### src/rtl/rv32i_pkg.sv
// Shared definitions for the RV32I fetch / program-counter slice.
package rv32i_pkg;

  // Fetch sequencer states
  typedef enum logic {
    S_IDLE  = 1'b0,
    S_FETCH = 1'b1
  } fetch_state_t;

  // PC loaded on reset unless the instance overrides it
  localparam logic [31:0] RESET_PC_DEFAULT = 32'h0000_0000;

  // Sequential instruction stride in bytes
  localparam logic [31:0] PC_INCR = 32'd4;

endpackage

### src/rtl/rv32i_next_pc.sv
// Next-PC target selection and word-alignment check (purely combinational).
module rv32i_next_pc
  import rv32i_pkg::*;
(
  input  logic [31:0] pc,
  input  logic        do_branch,
  input  logic        is_jal,
  input  logic        is_jalr,
  input  logic [31:0] imm,
  input  logic [31:0] rs1_val,
  output logic [31:0] target,
  output logic        misaligned
);

  // JALR targets ignore bit 0 of the computed sum
  function automatic logic [31:0] clear_lsb(input logic [31:0] addr);
    return {addr[31:1], 1'b0};
  endfunction

  // Any set bit in [1:0] means the target is not on a word boundary
  function automatic logic is_unaligned(input logic [31:0] addr);
    return |addr[1:0];
  endfunction

  logic signed [31:0] base_s;
  logic signed [31:0] imm_s;
  logic signed [31:0] sum_s;

  assign imm_s = imm;
  assign sum_s = base_s + imm_s;

  // Pick the adder base and the final target by priority: JALR, then JAL/branch, then sequential
  always_comb begin
    base_s = pc;
    target = pc + PC_INCR;
    if (is_jalr) begin
      base_s = rs1_val;
      target = clear_lsb(sum_s);
    end else if (is_jal || do_branch) begin
      target = sum_s;
    end
  end

  assign misaligned = is_unaligned(target);

endmodule

### src/rtl/rv32i_fetch_pc_unit.sv
// RV32I instruction fetch sequencer and program counter.
// A two-state FSM issues one memory read at pc per fetch_start and latches
// the returned word; the PC advances only on pc_update while idle.
module rv32i_fetch_pc_unit
  import rv32i_pkg::*;
#(
  parameter logic [31:0] RESET_PC = RESET_PC_DEFAULT
) (
  input  logic        clk,
  input  logic        resetn,
  input  logic        fetch_start,
  output logic        mem_req,
  output logic [31:0] mem_addr,
  input  logic        mem_ready,
  input  logic [31:0] mem_rdata,
  output logic [31:0] instr,
  output logic        instr_valid,
  output logic        busy,
  output logic [31:0] pc,
  output logic [31:0] pc_plus4,
  input  logic        pc_update,
  input  logic        do_branch,
  input  logic        is_jal,
  input  logic        is_jalr,
  input  logic [31:0] imm,
  input  logic [31:0] rs1_val,
  output logic        misaligned
);

  fetch_state_t state;
  logic [31:0]  target;
  logic         target_misaligned;
  logic         update_ok;

  rv32i_next_pc u_next_pc (
    .pc         (pc),
    .do_branch  (do_branch),
    .is_jal     (is_jal),
    .is_jalr    (is_jalr),
    .imm        (imm),
    .rs1_val    (rs1_val),
    .target     (target),
    .misaligned (target_misaligned)
  );

  // A PC commit is only legal while no fetch is outstanding
  assign update_ok = pc_update && (state == S_IDLE);

  // Fetch FSM with registered request/status outputs; a simultaneous
  // pc_update wins over fetch_start so the fetch uses the new PC
  always_ff @(posedge clk or negedge resetn) begin
    if (!resetn) begin
      state       <= S_IDLE;
      mem_req     <= 1'b0;
      busy        <= 1'b0;
      instr       <= 32'h0;
      instr_valid <= 1'b0;
    end else begin
      case (state)
        S_IDLE: begin
          if (fetch_start && !pc_update) begin
            state       <= S_FETCH;
            mem_req     <= 1'b1;
            busy        <= 1'b1;
            instr_valid <= 1'b0;
          end
        end
        S_FETCH: begin
          if (mem_ready) begin
            state       <= S_IDLE;
            mem_req     <= 1'b0;
            busy        <= 1'b0;
            instr       <= mem_rdata;
            instr_valid <= 1'b1;
          end
        end
        default: begin
          state   <= S_IDLE;
          mem_req <= 1'b0;
          busy    <= 1'b0;
        end
      endcase
    end
  end

  // PC register: a misaligned target leaves pc in place and raises the flag
  always_ff @(posedge clk or negedge resetn) begin
    if (!resetn) begin
      pc         <= RESET_PC;
      misaligned <= 1'b0;
    end else if (update_ok) begin
      if (target_misaligned) begin
        misaligned <= 1'b1;
      end else begin
        pc         <= target;
        misaligned <= 1'b0;
      end
    end
  end

  assign mem_addr = pc;
  assign pc_plus4 = pc + PC_INCR;

endmodule

### config.mk
export PLATFORM = sky130hd
export DESIGN_NAME = rv32i_fetch_pc_unit
export DESIGN_NICKNAME = d
export VERILOG_FILES = /design/src/rtl/rv32i_pkg.sv /design/src/rtl/rv32i_next_pc.sv /design/src/rtl/rv32i_fetch_pc_unit.sv
export SDC_FILE = /design/constraint.sdc
export NUM_CORES = 1
export LEC_CHECK = 0
export ABC_CLOCK_PERIOD_IN_PS = 3810
export BUFFER_PORTS_ARGS = -buffer_cell sky130_fd_sc_hd__clkbuf_2
export CAP_MARGIN = 20
export CORE_MARGIN = 2
export CORE_UTILIZATION = 50
export DETAILED_ROUTE_END_ITERATION = 7
export PLACE_DENSITY_LB_ADDON = 0.3
export SYNTH_ARGS = -nofsm -noshare
export SYNTH_HDL_FRONTEND = slang
export SYNTH_SLANG_ARGS = --single-unit
export TNS_END_PERCENT = 10
### constraint.sdc
create_clock -name clk -period 3.81 [get_ports clk]
set_input_delay 0.5715 -clock clk [delete_from_list [all_inputs] [get_ports clk]]
set_output_delay 0.5715 -clock clk [all_outputs]
set_load 0.02 [all_outputs]
Word level (Yosys, flattened, before mapping)
Cells that the tools add are included.

Latch bits: 0. Memory bits (writable): 0. Bits of input ports: 104. Memories kept: 0. Output and inout port bits: 132. Flip-flop bits (word level): 68. Memory bits (read-only): 0. Logic and storage cells: 33.

Order comparisons: 0. Reduce and logical (&&, ||, !) cells: 8. Bitwise logic cells: 2. $add $sub $neg: 2. Equal/unequal tests: 2. Multipliers: 0. Shifts and indexed selects: 0. Mux-type cells: 13. Div/mod/pow operators: 0.

Operators by type and width (count): 32-bit 2-to-1 mux (3); 32-bit by 3-bit adder with 32-bit output, second input constant (1); 32-bit adder (1); 1-bit 2-to-1 mux (7); 1-bit case mux with 2 select lines (3); 2-bit AND reduction (3); 1-bit logical AND (2); 2-bit by 1-bit inequality test with 1-bit output, second input constant (1); 2-bit inequality test, second input constant (1); 1-bit inverter (2); 2-bit OR reduction (1); 1-bit logical NOT (1); 1-bit logical OR (1).

Logic depth before layout (Yosys ltp)
Depth after elaboration: 7. Mapped depth: 13.

By module
A second synthesis with hierarchy kept.

Cells, all modules: 734. Area total of the unflattened synthesis: 6480.0 um^2.

By module, submodules not included: rv32i_fetch_pc_unit (area an instance 3368.2 um^2, cells an instance 273, times used 1); rv32i_next_pc (area an instance 3111.7 um^2, cells an instance 461, times used 1).

Worst setup path before layout
OpenSTA, ideal clock, no wires.

Path kind: input -> register. From: input port is_jalr. To: register pc[29], in the netlist mem_addr[29]. Stages: 13. Required time: 3.664 ns. Setup slack: 0.104 ns. Data arrival time: 3.560 ns. Cells stage by stage: clkbuf_1 > clkbuf_1 > mux2_2 > ha_1 > clkbuf_1 > a21o_1 > a211o_1 > o21ai_0 > o211ai_1 > a221o_1 > o21ai_1 > mux2i_1 > o311ai_0.

Cells in the longest elaborated chain, start to end: 7.

Ends and longest elaborated chain: start, declared (RTL line rv32i_fetch_pc_unit.sv:24) `input logic is_jalr,`; 32-bit 2-to-1 mux (RTL line rv32i_next_pc.sv:36) `if (is_jalr) begin`; 32-bit adder (RTL line rv32i_next_pc.sv:30) `assign sum_s = base_s + imm_s;`; 32-bit 2-to-1 mux (RTL line rv32i_next_pc.sv:39) `end else if (is_jal || do_branch) begin`; 32-bit 2-to-1 mux * (RTL line rv32i_next_pc.sv:36); 2-bit OR reduction (RTL line rv32i_next_pc.sv:22) `return |addr[1:0];`; 1-bit inverter (no line); 2-bit AND reduction (no line); end signal, assigned (RTL line rv32i_fetch_pc_unit.sv:95) `pc <= target;`; end, declared (RTL line rv32i_fetch_pc_unit.sv:19) `output logic [31:0] pc,`.

Mark *: on every way between the ends. The rest lies on a longest branch, timed or not. A chain may end at the register's enable or synchronous reset.

Worst setup path in the final report
Same ends and word-level chain as after synthesis.

==> summary.txt <==
Design area: 7310 sq um
Share of layout cells above drive strength 1: 40.4%
Syn-to-layout area delta: 22.7%
Pre-Repair DR Iteration Count: 8
Hold Path Class: primary input to async pin
Status: finished, violations left
Starting density of the core: 51.7%
Power Dens Cells: 752 nW/um^2
Net count, final: 1001
Main combinational cell family by area after synthesis: compound AO/OA/AOI/OAI gates
Xor/xnor share of the synthesized area: 7.50%
Reg2Reg Setup Slack: 590 ps
RSZ-0062 raised after global routing: no
Final worst path period share: 92.2%
Final min period: 3510 ps
R2r startpoint: mem_addr[8]$_DFFE_PN0P_
F_max: 0.285 GHz
Ant diodes: 0
Clk sinks: 68
Synth cell count leaders: dfrtp_1, mux2_2, a21oi_1
Sequential area share after synthesis: 28.6%
Drt via density: 5.86
Crit path kind: primary input to flop
Tightest Pin Transition: 687 ps
Top-level I/O count: 236
Post-CTS sizing: 0
Largest net degree at the start of global routing: 44
Place WS: 54.5 ps
Synth Register Bits: 68
Worst hold slack: 276 ps
Dpl hpwl: 14700 um
Port Buf Inserts: 235
Worst Path Arrival: 3680 ps
Row count: 39
Synth Area in Compound Gates: 20.0%
Initial antenna violation count: 0
Die area: 12800 sq um
Global-route wire length before repair: 29100 um
Final setup violation count: 0
Leak pwr: 3.63 nW
Total gr overflow: 0
Slew HR: 53.6%
Clock Latency Late Sink: 330 ps
Post-CTS Setup Repair Bufs: 0
Failing checks: DRC
DIE WIDTH: 113 um
GPL Wtd Cong: 0.927
Share of the synthesized area in the top cell type: 28.6%
Post-synth top area cell: dfrtp_1
CTS Root Cell: clkbuf_16
Final WS setup: 299 ps
Synth Cell Area: 5960 sq um
VDD IR max: 0.359 mV
Max-Cap Viols: 0
Drt initial violations: 476
Post-synth top flop: dfrtp_1
Vias in the first global route: 5661
Core area: 11500 sq um
Worst Clk Skew: 7.37 ps
Worst reg2reg path endpoint: mem_addr[29]$_DFFE_PN0P_
Post-DP Area: 7010 sq um
Worst-case reg-to-reg path depth: 10
GR Util All Layers: 28.5%
Final Power: 0.00550 W
CP endpoint kind: flop
Final Max Tran Viols: 0
Post-route ant nets: 0
CTS H-Tree Depth: 3
Simple-Gate Fraction of Synth Area: 16.1%
Async S/R FF share, synth: 100%
CTS tree: done
Count leader, synth: dfrtp_1
Post-synth EDFFs: 0
Mux cell area share after synthesis: 12.4%
DRC: 19
Adder-cell area share of the yosys netlist: 7.06%
Clk slew on worst S/H paths: 60 ps
Hold buffer count at CTS: 0
Syn Area/Cell: 8.82 sq um
Grt peak-use layer: met2
Vias: 5930
Hold Vio Cnt, Final: 0
GR Util met2: 47.7%
Global Route met1 Usage: 38.7%
Area contributors post-synth: dfrtp_1, mux2_2, ha_1
Maximum clock insertion buffer count: 2
CTS Buf Count: 9
M3 GR Usage: 4.02%
Final WL: 18500 um
Setup TNS: 0 ps
Mapped Cells: 675
Ys Warns: 0
Worst path required time: 3980 ps
Crit-path max FO: 20
Worst setup SP type: primary input
Routed length per instance: 18.3 um
Die height: 113 um
Syn_nets: 812
Synth unique cells: 75
[power by group]
| group | internal, W | switching (W) | leakage, nW |
|---|---|---|---|
| Clock | 0.000524 | 0.000322 | 0.153 |
| Sequential | 0.000964 | 0.000447 | 0.803 |
| Combinational | 0.00124 | 0.00201 | 2.68 |
| Total | 0.00272 | 0.00277 | 3.63 |
[sequential cells by signal (all words and copies together), names as in the netlist]
signal / count
busy: 1
instr: 32
instr_valid: 1
mem_addr: 32
misaligned: 1
state: 1
[area by class of cell]
type / count / area, sq um
clock buffer: 10 / 239
inverter: 12 / 45.0
timing repair buffer: 251 / 1330
sequential: 68 / 1700
tap: 143 / 179
fill: 1016 / 4210
multi-input combinational: 522 / 3750
clock inverter: 6 / 62.6
[worst max-delay path by stage]
stage	from	endpoint	slack, ps	cells past startpoint
global placement	is_jalr	mem_addr[25]$_DFFE_PN0P_	60	12
floorplan	is_jalr	mem_addr[29]$_DFFE_PN0P_	100	13
finish	is_jalr	mem_addr[29]$_DFFE_PN0P_	300	12
CTS	is_jalr	mem_addr[29]$_DFFE_PN0P_	390	12
global route	is_jalr	mem_addr[29]$_DFFE_PN0P_	150	12
detailed placement	is_jalr	mem_addr[29]$_DFFE_PN0P_	50	12
[metal layers]
metal	up-vias	wire length (um)	share of wire [%]
met5	-	0	0
met4	0	323	1.7
met3	28	1350	7.3
met2	290	8830	48
met1	2813	8030	43
li1	2799	-	-
[layout by cell type (no fill, tap or decap), types with 9 or more instances in the layout]
cell,count
clkbuf_16,9
inv_1,12
mux2_2,60
nor2_1,48
clkbuf_2,234
xnor2_1,29
nand4_1,11
dfrtp_1,68
xor2_1,22
buf_4,14
nor3_1,9
a21oi_1,53
nand2_1,50
ha_1,32
a21o_1,16
o21ai_0,44
nand3_1,23
[cell families (layout without fill, tap and decap cells)]
logic type | Yosys count | after routing
adders and majority gates | 33 | 33
buffers and inverters | 85 | 279
and+or+nand+nor | 185 | 185
xor gates and xnor gates | 51 | 51
muxes | 66 | 66
AOI/OAI and AO/OA | 187 | 187
DFF | 68 | 68
[critical path, stage by stage]
cell and delay, ps:
clkbuf_2 390, buf_12 240, mux2_2 350, ha_1 370
o2111ai_1 360, nor4_1 80, o21ai_0 110, o211ai_1 200
a221o_1 400, o21ai_1 200, mux2i_1 220, o311ai_0 170
[stage by stage]
stage / utilization (%) / instances
2_1_floorplan: - / 675
3_3_place_gp: 60.6 / 995
3_5_place_dp: 60.8 / 996
4_1_cts: 63.5 / 1012
5_1_grt: 63.5 / 1012
6_report: 63.5 / 1012
Power figures use the tool's default switching activity.
